`src/rtl/ahb_apb_pkg.sv`:
```
// Shared AHB/APB encodings and the bridge state type.
package ahb_apb_pkg;

    localparam logic [1:0] HTRANS_IDLE   = 2'b00;
    localparam logic [1:0] HTRANS_BUSY   = 2'b01;
    localparam logic [1:0] HTRANS_NONSEQ = 2'b10;
    localparam logic [1:0] HTRANS_SEQ    = 2'b11;

    localparam logic [2:0] HSIZE_BYTE = 3'd0;
    localparam logic [2:0] HSIZE_HALF = 3'd1;
    localparam logic [2:0] HSIZE_WORD = 3'd2;

    localparam logic HRESP_OKAY  = 1'b0;
    localparam logic HRESP_ERROR = 1'b1;

    typedef enum logic [2:0] {
        IDLE,
        SETUP,
        ACCESS,
        ERR1,
        ERR2
    } state_e;

endpackage

```
`src/rtl/ahb2apb_strb_gen.sv`:
```
// Address-phase legality check (size/alignment) and APB4 byte-strobe generation.
module ahb2apb_strb_gen
    import ahb_apb_pkg::*;
(
    input  logic [2:0] hsize_i,
    input  logic [1:0] addr_lo_i,
    input  logic       write_i,
    output logic       legal_o,
    output logic [3:0] pstrb_o
);

    always_comb begin
        legal_o = 1'b1;
        pstrb_o = 4'h0;
        case (hsize_i)
            HSIZE_BYTE: pstrb_o = 4'b0001 << addr_lo_i;
            HSIZE_HALF: begin
                legal_o = ~addr_lo_i[0];
                pstrb_o = 4'b0011 << addr_lo_i;
            end
            HSIZE_WORD: begin
                legal_o = (addr_lo_i == 2'b00);
                pstrb_o = 4'hF;
            end
            default: legal_o = 1'b0;
        endcase
        // Reads and rejected transfers never carry strobes.
        if (!write_i || !legal_o) begin
            pstrb_o = 4'h0;
        end
    end

endmodule

```
`src/rtl/ahb2apb_bridge.sv`:
```
// AHB-Lite single-transfer responder driving an APB initiator (one SETUP/ACCESS per transfer).
// Define AHB2APB_APB4_EN to add the APB4 pstrb/pprot ports.
module ahb2apb_bridge
    import ahb_apb_pkg::*;
#(
    parameter int  SLV_IDX_LSB = 12,
    parameter int  SLV_IDX_W   = 4,
    parameter int  PADDR_W     = 12,
    localparam int NUM_SLV     = 2 ** SLV_IDX_W
) (
    input  logic                    sys_clk,
    input  logic                    sys_reset,
    input  logic                    hsel,
    input  logic [31:0]             haddr,
    input  logic [1:0]              htrans,
    input  logic                    hwrite,
    input  logic [2:0]              hsize,
    input  logic [3:0]              hprot,
    input  logic [31:0]             hwdata,
    input  logic                    hready_in,
    output logic                    hready,
    output logic                    hresp,
    output logic [31:0]             hrdata,
    output logic [PADDR_W-1:0]      paddr,
    output logic [NUM_SLV-1:0]      psel,
    output logic                    penable,
    output logic                    pwrite,
    output logic [31:0]             pwdata,
    input  logic [32*NUM_SLV-1:0]   prdata,
    input  logic [NUM_SLV-1:0]      pready,
    input  logic [NUM_SLV-1:0]      pslverr
`ifdef AHB2APB_APB4_EN
    ,
    output logic [3:0]              pstrb,
    output logic [2:0]              pprot
`endif
);

    state_e               state_q, state_d;
    logic [SLV_IDX_W-1:0] idx_q, idx_d;
    logic [PADDR_W-1:0]   paddr_q, paddr_d;
    logic                 pwrite_q, pwrite_d;
    logic [31:0]          pwdata_q, pwdata_d;
    logic [3:0]           strb_q, strb_d;
    logic [2:0]           prot_q, prot_d;
    logic                 legal;
    logic [3:0]           strb;
    logic                 accept;
    logic                 unused_bits;

    ahb2apb_strb_gen u_strb_gen (
        .hsize_i   (hsize),
        .addr_lo_i (haddr[1:0]),
        .write_i   (hwrite),
        .legal_o   (legal),
        .pstrb_o   (strb)
    );

    always_comb begin
        state_d  = state_q;
        idx_d    = idx_q;
        paddr_d  = paddr_q;
        pwrite_d = pwrite_q;
        pwdata_d = pwdata_q;
        strb_d   = strb_q;
        prot_d   = prot_q;
        hready   = 1'b1;
        hresp    = HRESP_OKAY;
        hrdata   = '0;
        psel     = '0;
        penable  = 1'b0;
        accept   = 1'b0;

        case (state_q)
            SETUP: begin
                hready      = 1'b0;
                psel[idx_q] = 1'b1;
                pwdata_d    = hwdata;
                state_d     = ACCESS;
            end
            ACCESS: begin
                psel[idx_q] = 1'b1;
                penable     = 1'b1;
                if (!pready[idx_q]) begin
                    hready = 1'b0;
                end else if (pslverr[idx_q]) begin
                    hready  = 1'b0;
                    hresp   = HRESP_ERROR;
                    state_d = ERR2;
                end else begin
                    hrdata  = prdata[32*idx_q +: 32];
                    state_d = IDLE;
                end
            end
            ERR1: begin
                hready  = 1'b0;
                hresp   = HRESP_ERROR;
                state_d = ERR2;
            end
            ERR2: begin
                hresp   = HRESP_ERROR;
                state_d = IDLE;
            end
            default: state_d = IDLE;
        endcase

        // Acceptance only happens while hready is high, so it never disturbs a live SETUP/stall.
        accept = hsel && htrans[1] && hready_in && hready;
        if (accept) begin
            state_d  = legal ? SETUP : ERR1;
            idx_d    = haddr[SLV_IDX_LSB +: SLV_IDX_W];
            paddr_d  = haddr[PADDR_W-1:0];
            pwrite_d = hwrite;
            strb_d   = strb;
            prot_d   = {~hprot[0], 1'b0, hprot[1]};
        end
    end

    always_ff @(posedge sys_clk or posedge sys_reset) begin
        if (sys_reset) begin
            state_q  <= IDLE;
            idx_q    <= '0;
            paddr_q  <= '0;
            pwrite_q <= 1'b0;
            pwdata_q <= '0;
            strb_q   <= '0;
            prot_q   <= '0;
        end else begin
            state_q  <= state_d;
            idx_q    <= idx_d;
            paddr_q  <= paddr_d;
            pwrite_q <= pwrite_d;
            pwdata_q <= pwdata_d;
            strb_q   <= strb_d;
            prot_q   <= prot_d;
        end
    end

    // hwdata is only valid in the data phase, so SETUP forwards it live and ACCESS uses the latch.
    assign pwdata = (state_q == SETUP) ? hwdata : pwdata_q;
    assign paddr  = paddr_q;
    assign pwrite = pwrite_q;

`ifdef AHB2APB_APB4_EN
    assign pstrb       = strb_q;
    assign pprot       = prot_q;
    assign unused_bits = ^{haddr, htrans[0], hprot};
`else
    assign unused_bits = ^{haddr, htrans[0], hprot, strb_q, prot_q};
`endif

endmodule
```
`config.mk`:
```
export PLATFORM = sky130hd
export DESIGN_NAME = ahb2apb_bridge
export DESIGN_NICKNAME = d
export VERILOG_FILES = /design/src/rtl/ahb_apb_pkg.sv /design/src/rtl/ahb2apb_strb_gen.sv /design/src/rtl/ahb2apb_bridge.sv
export SDC_FILE = /design/constraint.sdc
export NUM_CORES = 1
export LEC_CHECK = 0
export CAP_MARGIN = 20
export CORE_AREA = 4 4 277 279
export CTS_BUF_LIST = sky130_fd_sc_hd__clkbuf_16
export CTS_CLUSTER_DIAMETER = 30
export DETAILED_ROUTE_END_ITERATION = 10
export DIE_AREA = 0 0 281 283
export PLACE_DENSITY = 0.43
export SETUP_SLACK_MARGIN = 0.15
export SYNTH_ARGS = -nofsm -noshare
export SYNTH_HDL_FRONTEND = slang
export SYNTH_HIERARCHICAL = 1
export SYNTH_SLANG_ARGS = --single-unit
```
`constraint.sdc`:
```
create_clock -name sys_clk -period 2.2 [get_ports sys_clk]
set_input_delay 0.33 -clock sys_clk [delete_from_list [all_inputs] [get_ports sys_clk]]
set_output_delay 0.33 -clock sys_clk [all_outputs]
set_load 0.05 [all_outputs]
```
-- Word level (Yosys, flattened, before mapping)
Cells that the tools add are included.
- logic and storage cells: 49
- bits in writable memories: 0
- flip-flop bits (word level): 52
- ROM bits: 0
- latch bits: 0
- input bits: 622
- memories kept: 0
- output and inout port bits: 96
- reductions and logical operators: 9
- div/mod/pow operators: 0
- bitwise gates (word level): 1
- shifts and indexed selects: 1
- equal/unequal tests: 7
- $lt $le $gt $ge: 2
- multipliers: 0
- mux-type cells: 24
- add/subtract/negate cells: 0
- operator list (kind ; number):
    indexed part select 512 x 10 -> 32 bit ; 1
    2-to-1 mux 32 bit ; 4
    2-to-1 mux 16 bit ; 1
    == test 3 x 2 -> 1 bit, second input constant ; 3
    2-to-1 mux 3 bit ; 3
    one-hot mux 3 bit (3 select lines) ; 1
    binary-select mux 1 bit (select 4 bit) ; 2
    2-to-1 mux 1 bit ; 8
    == test 3 x 1 -> 1 bit, second input constant ; 2
    OR reduction 2 bit ; 3
    < comparator 4 x 5 -> 1 bit, second input constant ; 1
    demux 1 bit (select 4 bit) ; 1
    >= comparator 4 x 1 -> 1 bit, second input constant ; 1
    logical AND 1 bit ; 4
    one-hot mux 1 bit (2 select lines) ; 2
    == test 3 bit, second input constant ; 1
    zero test 3 bit ; 1
    inequality test 3 bit, second input constant ; 1
    one-hot mux 1 bit (3 select lines) ; 1
    zero test 2 bit ; 1
    2-to-1 mux 2 bit ; 1
    NOT 1 bit ; 1

-- Longest topological paths before layout
Gate-level depths: netlist of run 1.
- depth in word-level cells: 7
- depth in mapped cells: 8

-- Hierarchy
The synthesis of run 1 kept the hierarchy.
- modules (own cells, without submodules) (module ; times used ; area an instance (um2) ; cells an instance):
    ahb2apb_bridge ; 1 ; 6765.2 ; 469
    ahb2apb_strb_gen ; 1 ; 122.6 ; 14

-- Worst setup path after synthesis of run 1
OpenSTA, ideal clock, no wires.
- kind: reg2out
- start: register state_q[2]
- end: output port psel[1]
- slack: -1.694 ns
- cell stages (with the launch flop): 5
- arrival time: 3.564 ns
- path buffers: 0
- required time: 1.870 ns
- cell sequence: dfrtp_1 nor3b_1 nor2_1 or3b_2 nor3_1
- word-level cells in the longest chain between the ends: 3
- elaborated cells between the ends (all ways): 4
- those cells by class: eq/ne: 2; mux: 1; reduce/logical: 1
- ends and longest elaborated chain (element ; RTL line ; text):
    from (decl) ; ahb2apb_bridge.sv:39 ; state_e state_q, state_d;
    from (signal assigned) ; ahb2apb_bridge.sv:129 ; state_q <= state_d;
    == test 3 x 1 -> 1 bit / == test 3 x 2 -> 1 bit (equally long branches) ; ahb2apb_bridge.sv:74 ; case (state_q)
    OR reduction 2 bit (no source line) * ; - ;
    2-to-1 mux 16 bit * ; - ;
    to (decl) ; ahb2apb_bridge.sv:25 ; output logic [NUM_SLV-1:0] psel,
Mark *: on every way between the ends. The rest lies on a longest branch, timed or not.

-- Final worst setup path of run 1
- start: register idx_q[0]
- end: output port hrdata[27]
- word-level cells in the longest chain between the ends: 5
- elaborated cells between the ends (all ways): 8
- those cells by class: shift: 1; mux: 7
- ends and longest elaborated chain (element ; RTL line ; text):
    from (decl) ; ahb2apb_bridge.sv:40 ; logic [SLV_IDX_W-1:0] idx_q, idx_d;
    from (signal assigned) ; ahb2apb_bridge.sv:130 ; idx_q <= idx_d;
    parallel branches: the longest is 3 deep, another holds indexed part select 512 x 10 -> 32 bit ; - ;
    2-to-1 mux 32 bit * ; ahb2apb_bridge.sv:84 ; if (!pready[idx_q]) begin
    2-to-1 mux 32 bit * ; ahb2apb_bridge.sv:74 ;
    to (decl) ; ahb2apb_bridge.sv:23 ; output logic [31:0] hrdata,
Mark *: on every way between the ends. The select of a mux whose other input is x is not followed.

==> results.md, run 1 <==
* DRC Markers at 0
* Clock buffer depth at 2
* Pwr Density at approximately 1100 mW/mm2
* Fin crit period at a little under 3 ns
* VDD IR max at around 0.0005 V
* Detailed placement HPWL at ~46 mm
* Clock Skew at 0.005088 ns
* Worst EP required at 1.87 ns
* DRC marker count from the first detailed-route iteration at about 370
* Reg-to-reg endpoint: paddr[11]$_DFFE_PP0P_
* Max_slew headroom at 59.33%
* First-pass GRT wire length at 73.69 mm
* Slew Viols, Final at 0
* Hold_ws at about 0.34 ns
* Final core utilization at approximately a quarter
* CP max stage delay at approximately 0.56 ns
* Mean post-synth cell area at approximately 14 um2
* CP cell instances: buf_12 > buf_4 > mux4_2 > mux4_2 > and3_4 > buf_12
* Arrival time at the worst endpoint at 2.59 ns
* Io pins at roughly 720
* Core Footprint at between 0.07 and 0.08 mm2
* Worst r2r path cells at 10
* Critical path's slowest cell: mux4_2
* Final hold vios at 0
* Fill cells at around 8000
* Final instance area at 0.01740 mm2
* Cell family with most CP delay: multiplexers
* Synth-to-Final Area Change at 156.4%
* Setup violators final at between 90 and 100
* Largest net degree at the start of global routing at 27
* Routed WL at roughly 54 mm
* Violated checks: negative setup slack
* Setup CP Type: flip-flop to primary output
* Worst slew pin tran at 0.6101 ns
* Clk_lat worst skew at ~0.29 ns
* PortBufs at 696
* Initial Util at under 10%
* Fmax at ~340 MHz
* Die W at 281 um
* R2R setup slack at -0.14 ns
* Worst r2r src: idx_q[2]$_DFFE_PP0P_
* Critical Path Source Type: flip-flop
* CP Capture Type: primary output
* Leakage power at between 6 and 7 nW
* Layout Cells excl Fill at about 2200
* DR vias/cell at ~3.8
* Placer congestion estimate at just over 0.8
* Ys Warns at 6
* Worst-path maximum fanout at 15
* Part of the cycle the worst path needs at 132.8%
* Tot Pwr at about 0.019 W
* Dpl cells at approximately 2100
* Post-placement cell area at 0.01598 mm2
* Post-route ant nets at 0
* Row count at 100
* Layout cell share with drive strength beyond 1 at about 39%
* CTS H-tree depth at 2
* Syn nets at approximately 1100
* GR Util All Layers at around an eighth
* Routed WL per cell at ~24 um
* Outcome: finished with violations
* Die footprint at ~0.080 mm2
* Root Buffer: clkbuf_16
* Worst Setup Slack, final at -0.7209 ns
* Mapped Area at ~0.0068 mm2
* CTS buffer count at 5
* Synth Instances at 472
* Total gr overflow at 0
* Drt first pass iters at 4
* Routed via count at 8498
* WP buf/inv at 3
* Max capacitance violation total at 0
* Initial antenna violation count at 25
* Clock-pin slew on the worst setup and hold paths at ~0.070 ns
* Vias in the first global route at roughly 10000
* Chip Height at around 280 um
* CTS tree: done
* HP Class: input pin to async pin
* Nets at 1855
* RSZ-0062 raised after global routing: true
* # clock sinks at 52
how the worst max path moves through the flow:
| stage | start | endpoint | slack, ns | cells past startpoint |
|---|---|---|---|---|
| finish | idx_q[0]$_DFFE_PP0P_ | hrdata[27] | -0.72 | 6 |
| CTS | idx_q[0]$_DFFE_PP0P_ | hrdata[17] | -0.77 | 6 |
| global route | idx_q[0]$_DFFE_PP0P_ | hrdata[27] | -0.80 | 6 |
| floorplan | state_q[2]$_DFFE_PP0P_ | hrdata[10] | -0.21 | 5 |
| global placement | pready[6] | hrdata[26] | -0.56 | 7 |
| detailed placement | pready[8] | hrdata[27] | -0.62 | 7 |
stage by stage:
stage / setup TNS (ns) / setup WS (ns)
finish: -29.52 / -0.7209
global placement: -24.24 / -0.5576
detailed placement: -27.48 / -0.6228
CTS: -29.90 / -0.7724
global route: -36.99 / -0.7952
floorplan: -10.90 / -0.2113
registers in the layout, summed over array words and instances (netlist names):
register / count
idx_q: 4
paddr: 12
pwdata_q: 32
pwrite: 1
state_q: 3
report_power, final:
part           switching (W)  leakage, nW  internal, W  total [W]
Clock               0.000368       0.0789     0.000530   0.000898
Combinational        0.00751         5.67      0.00836     0.0159
Sequential          0.000302        0.597      0.00143    0.00173
Total                0.00818         6.35       0.0103     0.0185
layout make-up:
cell class	instances	area, um2	share of cell area (%)
antenna	7	17.52	0.1007
timing repair buffer	815	9047	52.00
clock buffer	5	125.1	0.7191
sequential	52	1320	7.587
clock inverter	3	37.54	0.2157
tap	969	1212	6.968
multi-input combinational	358	5635	32.39
inverter	1	3.754	0.02157
cell usage in the layout (no fill, tap or decap), types with 2 or more instances in the layout:
cell type / instances
nor3_4: 4
mux2_4: 34
clkdlybuf4s50_1: 613
clkinv_1: 2
nor2_4: 14
buf_4: 63
o211ai_1: 18
a22oi_1: 17
nand2b_4: 2
dfrtp_4: 4
and2_1: 3
buf_12: 64
mux4_2: 168
dfrtp_1: 45
nor2_1: 5
buf_16: 5
nor3b_4: 2
dfrtp_2: 3
clkbuf_16: 7
buf_8: 43
nand3b_1: 2
buf_6: 23
bufbuf_16: 2
nand2_1: 18
diode_2: 7
nand4_1: 18
and3_4: 32
metal layers:
metal	global-route usage (%)	wire length [um]	vias up
met5	0	150	-
met4	3.459	1418	22
met3	4.166	5117	72
met2	22.96	27270	519
met1	14.73	20150	4274
li1	-	-	3611
what timing repair did:
item	4_1_cts	5_1_grt
endpoints found under the setup margin	102	102
pin swaps	17	18
buffers inserted	28	11
resized for setup	161	19
hold buffers	0	0
gates cloned	5	2
Note: power is estimated with default switching activity, not from simulation.
==> run 2: changes to the inputs <==
Settings changed: ABC_AREA from default to 1, CORE_AREA 4 4 277 279 to 4 4 276 278, DIE_AREA 0 0 281 283 to 0 0 280 282.
==> run 2 against run 1 <==
Against the previous run: the flow still finishes with violations (negative setup slack); first-iteration DRC count is 39% higher; combinational power is 46% higher; largest power group unchanged; global-route usage is 5.2 points higher; largest cell class unchanged; die area is 0.71% lower.
==> results.md, run 2 <==
* Outcome: finished with violations
* Violated checks: negative setup slack
* Max reg flops at 32 (unchanged)
* Setup violators final at 69 (-28%)
* Die W at 280 um (-0.36%)
* Part of the cycle the worst path needs at 127.2% (-5.6 points)
* DR vias/cell at 4.227 (+9.9%)
* Worst Setup Slack, final at -0.5987 ns (+0.1222 ns)
* Reg-to-reg endpoint: paddr[8]$_DFFE_PP0P_
* Mean post-synth cell area at 6.051 um2 (-58%)
* CTS tree: done
* GR Util All Layers at 18.05% (+5.2 points)
* Clk_lat worst skew at 0.32 ns (+0.03 ns)
* Io pins at 718 (unchanged)
* Final core utilization at 27.41% (+4.0 points)
* CTS H-tree depth at 2 (unchanged)
* Tot Pwr at 0.02582 W (+40%)
* Core Footprint at 0.07395 mm2 (-0.34%)
* Max capacitance violation total at 0 (unchanged)
* VDD IR max at 0.0009765 V (+96%)
* Clock buffer depth at 2 (unchanged)
* Fill cells at 7889 (+0.52%)
* Root Buffer: clkbuf_16
* Post-route ant nets at 0 (unchanged)
* HP Class: input pin to async pin
* Layout cell share with drive strength beyond 1 at 34.93% (-4.4 points)
* Pre-CTS setup slack at -0.4924 ns (+0.1303 ns)
* Dpl cells at 2807 (+31%)
* Setup CP Type: flip-flop to primary output
* Synth-to-Final Area Change at 201.5%
* Synth Instances at 1111 (+140%)
* Drt first pass iters at 5 (+1)
* RSZ-0062 raised after global routing: true
* Hold buffer count at CTS at 0 (unchanged)
* Fmax at 357.3 MHz (+4.4%)
* First-pass GRT wire length at 100.3 mm (+36%)
* DRC Markers at 0 (unchanged)
* DRC marker count from the first detailed-route iteration at 510 (+39%)
* Arrival time at the worst endpoint at 2.47 ns (-0.12 ns)
* PortBufs at 696 (unchanged)
* Initial antenna violation count at 14 (-44%)
* Fin crit period at 2.799 ns (-0.1222 ns)
* CP Capture Type: primary output
* Routed WL per cell at 27.19 um (+11%)
* Pwr Density at 1274 mW/mm2 (+20%)
* Multi-input logic area at 0.006730 mm2 (+19%)
* Worst-path maximum fanout at 7 (-8)
* Worst EP required at 1.87 ns (about the same)
* Total gr overflow at 0 (unchanged)
* Detailed placement HPWL at 60.68 mm (+32%)
* Initial Util at 9.091% (-0.055 points)
* Clock-pin slew on the worst setup and hold paths at 0.09 ns (+0.02 ns)
* Worst r2r path cells at 21 (+11)
* Worst r2r src: idx_q[0]$_DFFE_PP0P_
* Placer congestion estimate at 0.9326 (+13%)
* Clock Skew at 0.01183 ns (+0.006737 ns)
* Syn nets at 1733 (+58%)
* Ys Warns at 6 (unchanged)
* Max_slew headroom at 63.72% (+4.4 points)
* CP Capture Point: hrdata[26]
* Most common cell after layout, fill and taps aside: clkdlybuf4s50_1
* Mapped Area at 0.006723 mm2 (-0.94%)
* Slew Viols, Final at 0 (unchanged)
* Vias in the first global route at 12820 (+32%)
* Largest net degree at the start of global routing at 37 (+37%)
* Row count at 100 (unchanged)
* Most frequent cells in the layout: clkdlybuf4s50_1, nand3_1, buf_4
* Die footprint at 0.07896 mm2 (-0.71%)
* Top reg by flops: pwdata_q
* Critical Path Source Type: flip-flop
* Worst slew pin tran at 0.5425 ns (-0.06762 ns)
* # clock sinks at 52 (unchanged)
* Routed via count at 12270 (+44%)
* Chip Height at 282 um (-0.35%)
* CTS buffer count at 5 (unchanged)
* Layout Cells excl Fill at 2903 (+31%)
* Routed WL at 78.93 mm (+46%)
* R2R setup slack at -0.40 ns (-0.26 ns)
* Leakage power at 7.641 nW (+20%)
* Final hold vios at 0 (unchanged)
* Crit path launch: idx_q[1]$_DFFE_PP0P_
* Nets at 2545 (+37%)
* Register Area at 0.001309 mm2 (-0.85%)
-- run 2: timing repair --
item                                    CTS  global route
gates cloned                             17            13
pin swaps                                62            99
buffers inserted                         25            23
endpoints found under the hold margin     0             0
endpoints found under the setup margin  101           101
gates resized for setup                 196           336
-- run 2: critical path: stages (launching register included) --
cell and delay (ns):
dfrtp_4 0.53, nor2_4 0.06, buf_12 0.15, buf_16 0.15, buf_8 0.14, buf_8 0.13
a22oi_2 0.17, a31oi_1 0.10, buf_4 0.16, or2_1 0.22, nor2_2 0.13, nor2_4 0.06
buf_12 0.14
-- run 2: worst min path at each step --
stage / start / endpoint / slack, ns / cells after the start
floorplan: haddr[0] / paddr[0]$_DFFE_PP0P_ / 0.47 / 2
global placement: pwdata_q[15]$_DFF_PP0_ / pwdata_q[15]$_DFF_PP0_ / 0.46 / 2
detailed placement: paddr[10]$_DFFE_PP0P_ / paddr[10]$_DFFE_PP0P_ / 0.46 / 2
CTS: sys_reset / pwrite$_DFFE_PP0P_ / 0.36 / 2
global route: sys_reset / paddr[9]$_DFFE_PP0P_ / 0.38 / 2
finish: sys_reset / pwrite$_DFFE_PP0P_ / 0.35 / 2
-- run 2: cell type report --
cell class,instances,area share (%)
tap,969,5.982
sequential,52,6.457
multi-input combinational,923,33.21
timing repair buffer,921,53.09
clock buffer,5,0.6173
antenna,10,0.1235
inverter,20,0.4260
clock inverter,3,0.09877
-- run 2: through the flow --
step,instance area (um2),setup TNS [ns],hold slack (ns)
6_report,20270,-26.41,0.3514
2_1_floorplan,7167,-0.07931,0.4746
4_1_cts,18470,-29.48,0.3596
5_1_grt,20260,-34.01,0.3798
3_3_place_gp,16750,-14.51,0.4565
3_5_place_dp,16750,-16.28,0.4579
-- run 2: power by group --
part | switching, W | internal (W)
combinational | 0.0128 | 0.0104
sequential | 0.000364 | 0.00142
clock | 0.000439 | 0.000423
total | 0.0136 | 0.0123
-- run 2: per-layer routing --
metal,up-vias,share of wire [%],global-route usage [%]
li1,5671,-,-
met1,5860,38,20.45
met2,641,51,33.35
met3,92,7.0,4.231
met4,6,3.4,5.991
met5,-,0.043,0
==> run 3: changes to the inputs <==
Settings changed: CELL_PAD_IN_SITES_DETAIL_PLACEMENT from default to 1, CELL_PAD_IN_SITES_GLOBAL_PLACEMENT from default to 1, CORE_AREA 4 4 276 278 to 4 4 275 277, DIE_AREA 0 0 280 282 to 0 0 279 281, PLACE_DENSITY 0.43 to 0.59.
==> run 3 against run 2 <==
Against the previous run: the flow still finishes with violations (negative setup slack); wire length is 1.9% higher; non-clock buffer count is 1 higher; die area is 0.71% lower; sequential share of layout area is 0.29 points higher; via count is 0.37% higher; sequential cell count stayed put; global-route usage is 0.51 points higher; hold slack worse by 0.041 ns; combinational power is 2% lower; first-iteration DRC count is 1.6% lower; cell area is 4.2% lower; critical endpoint is now hrdata[9]; largest cell class unchanged; highest routed layer unchanged.
==> results.md, run 3 (synthesis results as in run 2) <==
* Clk_lat worst skew at 0.32 ns (about the same)
* Pre-CTS setup slack at -0.6405 ns (-0.1481 ns)
* Most frequent cells in the layout: clkdlybuf4s50_1, nand3_1, nand2_1
* CTS tree: done
* Part of the cycle the worst path needs at 130.2% (+2.9 points)
* Worst Setup Slack, final at -0.6635 ns (-0.06480 ns)
* Layout cell share with drive strength beyond 1 at 29.71% (-5.2 points)
* Outcome: finished with violations
* Placer congestion estimate at 0.9122 (-2.2%)
* CTS H-tree depth at 2 (unchanged)
* Pwr Density at 1303 mW/mm2 (+2.3%)
* Total gr overflow at 0 (unchanged)
* Max reg flops at 32 (unchanged)
* Largest net degree at the start of global routing at 56 (+51%)
* Drt first pass iters at 4 (-1)
* Slew Viols, Final at 0 (unchanged)
* Final hold vios at 0 (unchanged)
* Post-route ant nets at 0 (unchanged)
* RSZ-0062 raised after global routing: true
* Hold buffer count at CTS at 0 (unchanged)
* PortBufs at 696 (unchanged)
* Routed WL at 80.39 mm (+1.9%)
* Fin crit period at 2.864 ns (+0.06480 ns)
* DRC marker count from the first detailed-route iteration at 502 (-1.6%)
* CTS buffer count at 5 (unchanged)
* Most common cell after layout, fill and taps aside: clkdlybuf4s50_1
* Setup CP Type: flip-flop to primary output
* Vias in the first global route at 13350 (+4.1%)
* Hold_ws at 0.3109 ns (-0.04053 ns)
* Tot Pwr at 0.02531 W (-2.0%)
* Fill cells at 8451 (+7.1%)
* VDD IR max at 0.0007066 V (-28%)
* Root Buffer: clkbuf_16
* Routed via count at 12320 (+0.37%)
* Detailed placement HPWL at 64.52 mm (+6.3%)
* Initial Util at 9.230% (+0.14 points)
* HP Class: input pin to async pin
* Row count at 99 (-1.0%)
* Setup violators final at 69 (unchanged)
* Max capacitance violation total at 0 (unchanged)
* Critical Path Source Type: flip-flop
* Die W at 279 um (-0.36%)
* # clock sinks at 52 (unchanged)
* Final core utilization at 26.67% (-0.74 points)
* Arrival time at the worst endpoint at 2.53 ns (+0.06 ns)
* Worst EP required at 1.87 ns (about the same)
* Routed WL per cell at 27.77 um (+2.1%)
* Worst slew pin tran at 0.5949 ns (+0.05241 ns)
* DRC Markers at 0 (unchanged)
* Max_slew headroom at 60.21% (-3.5 points)
* Die footprint at 0.07840 mm2 (-0.71%)
* GR Util All Layers at 18.57% (+0.51 points)
* Worst-path maximum fanout at 11 (+4)
* Initial antenna violation count at 19 (+5)
* CP Capture Type: primary output
* DR vias/cell at 4.254 (+0.64%)
* Setup TNS at -25.72 ns (+0.6867 ns)
* Clock buffer depth at 2 (unchanged)
* Violated checks: negative setup slack
* Chip Height at 281 um (-0.35%)
* Nets at 2546 (+0.039%)
* Leakage power at 7.270 nW (-4.9%)
* Top reg by flops: pwdata_q
* Synth-to-Final Area Change at 189.0%
* Clock-pin slew on the worst setup and hold paths at 0.09 ns (about the same)
* First-pass GRT wire length at 103.9 mm (+3.6%)
* Clock Skew at 0.01144 ns (-0.0003855 ns)
* Io pins at 718 (unchanged)
* Fmax at 349.2 MHz (-2.3%)
* Core Footprint at 0.07283 mm2 (-1.5%)
## run 3: metal layers
| metal | global-route usage, % | routed length (um) | up-vias |
|---|---|---|---|
| li1 | - | - | 5673 |
| met1 | 20.63 | 30450 | 5964 |
| met2 | 34.67 | 42210 | 593 |
| met3 | 4.502 | 5538 | 77 |
| met4 | 6.070 | 2155 | 8 |
| met5 | 0 | 38 | - |
## run 3: layout make-up
class	count	area, um2	share of cell area [%]
multi-input cells	923	6051	31.15
well taps	959	1200	6.177
diodes	11	27.53	0.1417
inverters	20	85.08	0.4380
repair buffers	922	10600	54.56
clock buffers	5	125.1	0.6441
flip-flops and latches	52	1310	6.744
clock inverters	3	28.78	0.1481
## run 3: power by group
part | leakage [nW] | total [W] | internal (W) | switching [W]
logic | 6.56 | 0.0227 | 0.0101 | 0.0127
registers | 0.637 | 0.00168 | 0.00142 | 0.000257
clock network | 0.0768 | 0.000898 | 0.000441 | 0.000457
## run 3: timing repair
| item | in CTS | in global routing |
|---|---|---|
| pin swaps | 44 | 26 |
| resized for setup | 186 | 140 |
| endpoints found under the hold margin | 0 | 0 |
| setup buffers | 13 | 42 |
| gates cloned | 6 | 11 |
| setup endpoints to repair | 101 | 101 |
## run 3: worst max-delay path, cell delays in order, from the launching register on
cell and delay [ns]:
dfrtp_4 0.55, buf_12 0.15, buf_16 0.15, buf_4 0.17
buf_4 0.17, nand3_1 0.18, a31oi_1 0.10, or2_2 0.37
nor2_4 0.17, nor2_4 0.05, buf_12 0.14
## run 3: worst paths after layout
path                                   startpoint                      to  slack [ns]  cells after the start
min in group sys_clk       pwdata_q[31]$_DFF_PP0_  pwdata_q[31]$_DFF_PP0_        0.49                      2
max reg2reg                  idx_q[1]$_DFFE_PP0P_    idx_q[0]$_DFFE_PP0P_       -0.21                     16
min reg2reg                pwdata_q[31]$_DFF_PP0_  pwdata_q[31]$_DFF_PP0_        0.49                      2
max                          idx_q[1]$_DFFE_PP0P_               hrdata[9]       -0.66                     10
max in group asynchronous               sys_reset    idx_q[0]$_DFFE_PP0P_        1.29                      3
min                                     sys_reset  pwdata_q[31]$_DFF_PP0_        0.31                      2
## run 3: per-stage QoR
step	cells	area, um2
global route	2893	19420
detailed placement	2804	16950
CTS	2831	18120
floorplan	1111	7167
finish	2895	19430
global placement	2804	16950
